$ cat src/rtl/range_counter.sv
// Bounded up/down counter with one-shot and continuous modes.
// Direction follows the loaded bounds; completed passes are counted with saturation.
module range_counter #(
    parameter int unsigned          WIDTH     = 8,
    parameter logic [WIDTH-1:0]     START_DEF = WIDTH'(5),
    parameter logic [WIDTH-1:0]     END_DEF   = WIDTH'(67),
    parameter int unsigned          PASS_W    = 8
) (
    input  logic                CLK,
    input  logic                RST_N,
    input  logic [WIDTH-1:0]    START_VAL,
    input  logic [WIDTH-1:0]    END_VAL,
    input  logic                LOAD,
    input  logic                GO,
    input  logic                ABORT,
    input  logic                EN,
    input  logic                MODE,
    output logic [WIDTH-1:0]    COUNT,
    output logic                BUSY,
    output logic                DONE,
    output logic                WRAP,
    output logic [PASS_W-1:0]   PASSES
);

    typedef enum logic [1:0] {
        IDLE = 2'd0,
        RUN  = 2'd1,
        FIN  = 2'd2
    } state_t;

    state_t              state;
    logic [WIDTH-1:0]    start_reg;
    logic [WIDTH-1:0]    end_reg;
    logic                count_up;
    logic                at_end;
    logic [PASS_W-1:0]   passes_next;

    // Bounds are frozen during RUN, so direction is stable for the whole run.
    assign count_up    = (start_reg <= end_reg);
    assign at_end      = (COUNT == end_reg);
    assign passes_next = (PASSES == '1) ? PASSES : PASSES + 1'b1;

    // NOTE: every register here uses <= so all updates see the pre-edge values;
    // mixing in blocking assignments would make the order of statements matter.
    always_ff @(posedge CLK or negedge RST_N) begin
        if (!RST_N) begin
            state     <= IDLE;
            start_reg <= START_DEF;
            end_reg   <= END_DEF;
            COUNT     <= START_DEF;
            BUSY      <= 1'b0;
            DONE      <= 1'b0;
            WRAP      <= 1'b0;
            PASSES    <= '0;
        end else begin
            DONE <= 1'b0;
            WRAP <= 1'b0;
            case (state)
                IDLE, FIN: begin
                    if (LOAD) begin
                        start_reg <= START_VAL;
                        end_reg   <= END_VAL;
                        COUNT     <= START_VAL;
                    end
                    if (GO) begin
                        // A simultaneous LOAD must start from the bounds being presented now.
                        COUNT  <= LOAD ? START_VAL : start_reg;
                        PASSES <= '0;
                        state  <= RUN;
                        BUSY   <= 1'b1;
                    end
                end
                RUN: begin
                    if (ABORT) begin
                        state <= IDLE;
                        BUSY  <= 1'b0;
                    end else if (EN) begin
                        if (at_end) begin
                            PASSES <= passes_next;
                            if (MODE) begin
                                COUNT <= start_reg;
                                WRAP  <= 1'b1;
                            end else begin
                                state <= FIN;
                                BUSY  <= 1'b0;
                                DONE  <= 1'b1;
                            end
                        end else if (count_up) begin
                            COUNT <= COUNT + 1'b1;
                        end else begin
                            COUNT <= COUNT - 1'b1;
                        end
                    end
                end
                default: begin
                    state <= IDLE;
                    BUSY  <= 1'b0;
                end
            endcase
        end
    end

endmodule
$ cat config.mk
export PLATFORM = sky130hd
export DESIGN_NAME = range_counter
export DESIGN_NICKNAME = d
export VERILOG_FILES = /design/src/rtl/range_counter.sv
export SDC_FILE = /design/constraint.sdc
export NUM_CORES = 1
export LEC_CHECK = 0
export ABC_CLOCK_PERIOD_IN_PS = 3820
export CAP_MARGIN = 10
export CORE_MARGIN = 2
export CORE_UTILIZATION = 45
export CTS_CLUSTER_DIAMETER = 120
export DETAILED_ROUTE_END_ITERATION = 6
export GPL_TIMING_DRIVEN = 0
export PLACE_DENSITY = 0.7
export SLEW_MARGIN = 0
export SYNTH_ARGS = -nofsm -noshare
export SYNTH_HDL_FRONTEND = slang
export SYNTH_SLANG_ARGS = --single-unit
$ cat constraint.sdc
create_clock -name CLK -period 3.82 [get_ports CLK]
set_input_delay 0.764 -clock CLK [delete_from_list [all_inputs] [get_ports CLK]]
set_output_delay 0.764 -clock CLK [all_outputs]
set_load 0.05 [all_outputs]
==> results of run 1 <==
==> power groups by stage <==
stage / Clock, W / Combinational [W] / Sequential [W]
2_1_floorplan: 0 / 0.000694 / 0.000729
3_3_place_gp: 0 / 0.00109 / 0.000606
3_5_place_dp: 0 / 0.00112 / 0.000606
4_1_cts: 0.000309 / 0.00113 / 0.000599
5_1_grt: 0.000330 / 0.00129 / 0.000608
6_report: 0.000306 / 0.00115 / 0.000597
==> layout make-up <==
type,instances,area [um^2]
clock inverters,1,5.00
plain buffers,6,23.8
clock buffers,7,96.3
flip-flops and latches,37,935
well taps,67,83.8
fillers,469,1920
multi-input cells,186,1280
repair buffers,41,405
inverters,17,63.8
==> critical path, cell delays in order (launching register included) <==
cell and delay, ps:
sky130_fd_sc_hd__dfstp_2 550, sky130_fd_sc_hd__inv_1 50, sky130_fd_sc_hd__ha_1 280, sky130_fd_sc_hd__nor2b_1 140, sky130_fd_sc_hd__o211ai_1 180, sky130_fd_sc_hd__a21o_1 170, sky130_fd_sc_hd__and2_1 180, sky130_fd_sc_hd__inv_2 90
sky130_fd_sc_hd__ha_1 300, sky130_fd_sc_hd__a21oi_2 160, sky130_fd_sc_hd__o211ai_1 170, sky130_fd_sc_hd__o41ai_2 400, sky130_fd_sc_hd__a21oi_1 100, sky130_fd_sc_hd__or2_2 310, sky130_fd_sc_hd__a311o_1 350
==> cell families after synthesis <==
kind of cell	count (synthesis)	synth area share, %
xor gates and xnor gates	15	5.73
adders and majority gates	16	9.07
buffers and inverters	23	3.82
DFF	37	40.8
and+or+nand+nor	90	21.0
AOI/OAI and AO/OA	57	15.6
muxes	8	3.93
==> worst max path at each step <==
stage	start	cells past startpoint	end
after global routing	end_reg[1]$_DFFE_PN1P_	14	COUNT[7]$_DFFE_PN0P_
final	end_reg[1]$_DFFE_PN1P_	14	COUNT[7]$_DFFE_PN0P_
after CTS	end_reg[1]$_DFFE_PN1P_	14	COUNT[7]$_DFFE_PN0P_
after global placement	end_reg[6]$_DFFE_PN1P_	14	COUNT[7]$_DFFE_PN0P_
after detailed placement	end_reg[6]$_DFFE_PN1P_	14	COUNT[7]$_DFFE_PN0P_
after floorplan	end_reg[6]$_DFFE_PN1P_	14	COUNT[7]$_DFFE_PN0P_
==> through the flow <==
| step | util (%) | hold WS (ps) | cell area, um^2 | std cells |
|---|---|---|---|---|
| 2_1_floorplan | - | 468 | 2290 | 246 |
| 3_3_place_gp | 57.8 | 506 | 2790 | 354 |
| 3_5_place_dp | 57.7 | 509 | 2780 | 354 |
| 4_1_cts | 59.8 | 524 | 2880 | 362 |
| 5_1_grt | 60.1 | 549 | 2900 | 362 |
| 6_report | 60.1 | 524 | 2900 | 362 |
==> layer usage <==
| metal | up-vias | global-route usage, % | share of wire (%) |
|---|---|---|---|
| met5 | - | 0 | 0 |
| met4 | 0 | 6.04 | 1.2 |
| met3 | 7 | 4.10 | 4.6 |
| met2 | 50 | 36.5 | 49 |
| met1 | 941 | 27.1 | 45 |
| li1 | 968 | - | - |
==> placed cells by master, fill, tap and decap left out, types with 4 or more instances in the layout <==
master and instances:
sky130_fd_sc_hd__clkbuf_1 5, sky130_fd_sc_hd__clkbuf_8 7, sky130_fd_sc_hd__a21oi_1 10, sky130_fd_sc_hd__clkdlybuf4s50_1 40, sky130_fd_sc_hd__o22ai_1 7, sky130_fd_sc_hd__o31ai_1 5
sky130_fd_sc_hd__nor3_1 4, sky130_fd_sc_hd__mux2_2 8, sky130_fd_sc_hd__o21ai_0 17, sky130_fd_sc_hd__nand2b_1 4, sky130_fd_sc_hd__dfrtp_1 30, sky130_fd_sc_hd__nor2b_1 7
sky130_fd_sc_hd__nand2_1 29, sky130_fd_sc_hd__nor2_1 14, sky130_fd_sc_hd__ha_1 14, sky130_fd_sc_hd__dfstp_2 7, sky130_fd_sc_hd__nand3_1 9, sky130_fd_sc_hd__xor2_1 12
sky130_fd_sc_hd__inv_1 16
==> timing repair <==
| item | CTS | global route |
|---|---|---|
| setup endpoints to repair | 0 | 1 |
| gates resized for setup | 0 | 4 |
| hold buffers | 0 | 0 |
==> results.txt, run 1 <==
- Of the post-synthesis cell area, the dominant cell type holds 32.8%.
- The total overflow left after global routing is 0.
- The most used flip-flop cell after synthesis is sky130_fd_sc_hd__dfrtp_1.
- For the worst setup path, the data required time is 3990 ps.
* CTS Buffer Depth: 2
* Hold path cells: 2
- Final max-slew violation count: 0
- For the worst flop-to-flop path, the logic depth is 14.
- Per report_power, the clock group accounts for 14.9% of the total.
* Average via count per standard cell: 5.43
- Class of the most critical setup path: flop to flop
- In this run, synthesis produced a sequential element count of 37.
- At the end of the flow, the number of nets in the layout was 333.
- Total power per unit cell area: 710 nW/um^2
- IR analysis of the VDD net gives a maximum drop of 0.000556 V.
- Fraction of the cycle the final worst path needs: 93.0%
* Shortest clock period the worst path allows after layout: 3550 ps
- Pwr Total: 0.00206 W
- Data arrival, critical path: 3720 ps
- 0 antenna diodes ended up in the layout.
* Max Fanout on Critical Path: 6
- The initial antenna violation count was 0.
- Power dissipated by switching net loads: 0.000913 W
- Launch instance of the worst register-to-register path: end_reg[1]$_DFFE_PN1P_
* Register-to-register path setup slack: 270 ps
- Combinational logic burns 56.1% of the power.
- In this run the standard cell core region covers 4820 um^2.
- The post-route netlist has 12.5% of its cells at a drive strength greater than 1.
* Yosys synthesis warning count: 0
- Synth cell types: 45
* Number of enable-type register cells in the synthesized netlist: 0
- 42 I/O pins were placed.
- Summing every instance area after synthesis gives 2290 um^2.
* Unrepaired setup endpoints after global routing: no
- Leading post-synthesis cells by cell area: sky130_fd_sc_hd__dfrtp_1 (33%), sky130_fd_sc_hd__ha_1 (8.2%), sky130_fd_sc_hd__dfstp_2 (8.0%)
- For this configuration, the core starts out at a cell density of 47.6%.
- Sequential cells were found to cover 40.8% of the synthesized design area.
* Cells after Synth: 246
* TritonCTS clock tree: built
- After layout, the worst setup slack is 269 ps.
- Commonest cells post-synth: sky130_fd_sc_hd__dfrtp_1 (30), sky130_fd_sc_hd__nand2_1 (29), sky130_fd_sc_hd__inv_1 (17), sky130_fd_sc_hd__o21ai_0 (17), sky130_fd_sc_hd__ha_1 (15)
- Once detailed placement completed, the half-perimeter wirelength came to 4.09 mm.
* Share of synthesized registers carrying an async set or reset: 100%
- In the final routed layout, each cell accounts on average for 15.2 um.
- At the later pin of the worst-skew pair, clock insertion delay measures 290 ps.
- Pre-CTS WS: 124 ps
* Setup_tns: 0 ps
- Buffers inserted by post-CTS timing repair: 0
* Post-Synthesis Net Count: 285
- Weighted congestion reported at the end of routability-driven placement: 0.805
* Detail Route Antenna Nets: 0
* Endpoint kind of the worst setup timing path: flop
- The pre-antenna-repair detailed-routing pass consisted of 4 iterations.
- In this run the critical register-to-register path is captured at COUNT[7]$_DFFE_PN0P_.
- Measured along the x axis, the die boundary spans 75.4 um.
- Entering global routing, the biggest net connects 38 pins.
- In this run the tightest slew margin relative to its limit is 44.8%.
- sky130_fd_sc_hd__dfrtp_1 takes more of the synthesized area than any other cell.
- The clock net in this run drives a total of 37 sinks.
- Die Ht: 75.4 um
- Final setup violating endpoints: 0
- For this design the static power due to leakage is 1.22 nW.
- The flow ran to the end, and the final reports show no timing, DRC or antenna violations.
- Max-cap violations in this run came to 0.
* Worst-path clk slew: 70 ps
- Slew at the pin closest to its max-slew limit: 828 ps
* Startpoint kind of the worst setup timing path: flop
* Portion of total power attributed to sequential cells: 29.0%
* Drc violations: 0
- Vias in the first global route: 1897
* Wire length after detailed routing: 5.49 mm
- The first routing iteration left 91 violations.
* Number of vias in the routed layout: 1966
- Most numerous cell in the Yosys netlist: sky130_fd_sc_hd__dfrtp_1
* Worst hold start: start_reg[0]$_DFFE_PN1N_
- Internal power comes to 0.00114 W.
- From synthesis to final layout, the design area changed by 26.4%.
- Net switching is 44.4% of the power.
* Max Freq: 282 MHz
- Total routing usage reported by global routing: 21.2%
- In this run the tool buffered the top-level ports with 41 buffer cells.
- Number of H-tree levels: 2
- Num CTS Buffers: 5
- First-pass GRT wire length: 8.94 mm
* Number of failing hold endpoints at the final stage: 0
- Cell chosen for the clock root: sky130_fd_sc_hd__clkbuf_8
- Overall die area: 5680 um^2
* Mean cell area of the mapped netlist: 9.31 um^2
- Worst-case clock skew: 4.85 ps
- Hold Crit Endpoint: start_reg[0]$_DFFE_PN1N_
* Row count: 25
* Hold crit path type: flop to flop
Note: power is estimated with default switching activity, not from simulation.
==> run 2: changes to the inputs <==
- CTS_CLUSTER_DIAMETER: 120 -> 200
==> results of run 2 <==
No change in the layout: final DEF, timing and power equal those of run 1.
==> run 3: changes to the inputs <==
- GPL_TIMING_DRIVEN: 0 -> not set
==> results.txt, run 3 (synthesis gave the netlist of run 1 again) <==
* Max Freq: 289 MHz
- The post-route netlist has 10.3% of its cells at a drive strength greater than 1.
* Placeable core region: 4820 um^2
* CTS Buffer Depth: 2
* Commonest cells after routing, fill and taps aside: sky130_fd_sc_hd__clkdlybuf4s50_1 (41), sky130_fd_sc_hd__dfrtp_1 (30), sky130_fd_sc_hd__nand2_1 (29), sky130_fd_sc_hd__inv_1 (17), sky130_fd_sc_hd__o21ai_0 (17)
- Number of vias in the routed layout: 1967
- In this run the worst setup path begins at end_reg[6]$_DFFE_PN1P_.
- The total overflow left after global routing is 0.
* End point of the critical path: COUNT[7]$_DFFE_PN0P_
- The die covers 5680 um^2.
- Commonest non-fill, non-tap cell in the layout: sky130_fd_sc_hd__clkdlybuf4s50_1
- Run status: finished clean
- The tree built by TritonCTS fans out to 37 sinks.
- Across the routed clock network, the largest skew measured is 3.63 ps.
- Setup repair after global routing left no endpoint under its margin.
- Hold repair after CTS inserted 0 buffers.
- Setup_tns: 0 ps
* Final setup violating endpoints: 0
- Data on the critical path arrives at its endpoint at 3650 ps.
- 0 antenna diodes ended up in the layout.
- Across the run, the number of max-cap violations was 0.
- Worst-path clk slew: 70 ps
- Dividing the detail-routed wire length by the instance count gives 15.3 um.
- Max Fanout on Critical Path: 6
- Startpoint kind of the worst setup timing path: flop
- Of the available clock period, the critical path in the final layout requires 90.7%.
* Antenna violations before repair: 0
* Final max-slew violation count: 0
* Weighted congestion reported at the end of routability-driven placement: 0.872
- Buffers inserted during clock tree synthesis total 5.
- Detailed placement finished with a half-perimeter wire length of 4.05 mm.
- Compared with the post-synthesis result, the final layout area differs by 24.7%.
- The tightest min-delay check is of the flop to flop type.
* Detail Route Antenna Nets: 0
- Total routing usage reported by global routing: 21.5%
- Number of failing hold endpoints at the final stage: 0
- Drt pass-1 iters: 4
- The worst-case IR drop observed on VDD is 0.000621 V.
- Number of input and output port buffers inserted: 41
- Wire length after detailed routing: 5.46 mm
* Slew at the pin closest to its max-slew limit: 628 ps
* Headroom to the max-slew limit: 58.1%
- Launch instance of the worst register-to-register path: end_reg[6]$_DFFE_PN1P_
- The endpoint identified for the worst register-to-register timing path is COUNT[7]$_DFFE_PN0P_.
* Average via count per standard cell: 5.49
- The tree is rooted in a sky130_fd_sc_hd__clkbuf_8.
* Total placed instance area: 2780 um^2
- Number of DRC violations after detailed-routing iteration 0: 76
- Measured in cells, the most critical reg-to-reg path has a length of 14.
- After detailed routing, the number of remaining DRC violations is 0.
- From bottom edge to top edge, the die measures 75.4 um.
- Pin count of the biggest net entering global routing: 38
- Static power due to leakage: 1.21 nW
- For the finished layout, the period the worst path requires is 3460 ps.
- Buffers inserted by post-CTS timing repair: 0
* Post-Layout Inst Area: 2860 um^2
* Row count: 25
- STA classifies the critical path endpoint as a flop.
* Die W: 75.4 um
- Final Net Count: 329
- Hold timing on the final database bottoms out at a slack of 529 ps.
- STA puts the critical path data required time at 4000 ps.
* I/O pin cnt: 42
- Clock latency on the worst-skew pair, taken at its later pin, is 300 ps.
* Class of the most critical setup path: flop to flop
- Final worst setup slack: 357 ps
- The clock tree synthesis step divided the H-tree into 2 levels.
* Vias in the first global route: 1912
- Once layout is complete, the utilization of the core stands at 59.3%.
- Setup slack on the worst reg-to-reg path comes out at 360 ps.
- TritonCTS built the clock tree.
* First-pass GRT wire length: 9.03 mm
- For this configuration, the core starts out at a cell density of 47.6%.
- For this design the ratio of total power to cell area is 694 nW/um^2.
- Gates resized, CTS repair: 0
- Pre-CTS WS: 368 ps
[run 3: power by group]
group / internal (W) / total (W) / switching [W] / leakage [nW]
registers: 0.000493 / 0.000608 / 0.000115 / 0.454
clock network: 0.000130 / 0.000270 / 0.000140 / 0.0395
logic: 0.000469 / 0.00110 / 0.000635 / 0.713
total: 0.00109 / 0.00198 / 0.000890 / 1.21
[run 3: critical path: stages (launching register included)]
cell and delay, ps:
sky130_fd_sc_hd__dfstp_2 540, sky130_fd_sc_hd__inv_1 50, sky130_fd_sc_hd__ha_1 280, sky130_fd_sc_hd__nand4_1 120
sky130_fd_sc_hd__nand2b_1 160, sky130_fd_sc_hd__a21o_1 170, sky130_fd_sc_hd__and2_1 180, sky130_fd_sc_hd__inv_1 170
sky130_fd_sc_hd__ha_1 260, sky130_fd_sc_hd__a21oi_1 180, sky130_fd_sc_hd__o211ai_1 150, sky130_fd_sc_hd__o41ai_1 350
sky130_fd_sc_hd__a21oi_1 100, sky130_fd_sc_hd__or2_2 310, sky130_fd_sc_hd__a311o_1 340
[run 3: per-layer routing]
metal  vias up  track usage, %  share of wire, %
met3        11            5.82               5.2
met5         -               0                 0
met4         0            7.80               1.9
met2        51            36.7                49
li1        962               -                 -
met1       943            26.2                44
[run 3: final cells by class]
class                      count  area, um^2
clock buffer                   8        80.1
fill                         438        1960
inverter                      17        63.8
multi-input combinational    186        1270
sequential                    37         935
tap                           67        83.8
timing repair buffer          43         425
[run 3: per-stage QoR]
stage / power (W) / std cells
3_5_place_dp: 0.00171 / 350
4_1_cts: 0.00199 / 358
2_1_floorplan: 0.00142 / 246
3_3_place_gp: 0.00169 / 350
5_1_grt: 0.00215 / 358
6_report: 0.00198 / 358
[run 3: how the worst min path moves through the flow]
stage | from | endpoint | slack, ps | cells after the start
after floorplan | RST_N | BUSY$_DFFE_PN0P_ | 470 | 0
after global routing | PASSES[0]$_DFFE_PN0P_ | PASSES[0]$_DFFE_PN0P_ | 560 | 1
final | COUNT[0]$_DFFE_PN1P_ | COUNT[0]$_DFFE_PN1P_ | 530 | 2
after detailed placement | COUNT[0]$_DFFE_PN1P_ | COUNT[0]$_DFFE_PN1P_ | 520 | 2
after CTS | end_reg[1]$_DFFE_PN1P_ | end_reg[1]$_DFFE_PN1P_ | 530 | 2
after global placement | PASSES[0]$_DFFE_PN0P_ | PASSES[0]$_DFFE_PN0P_ | 510 | 1
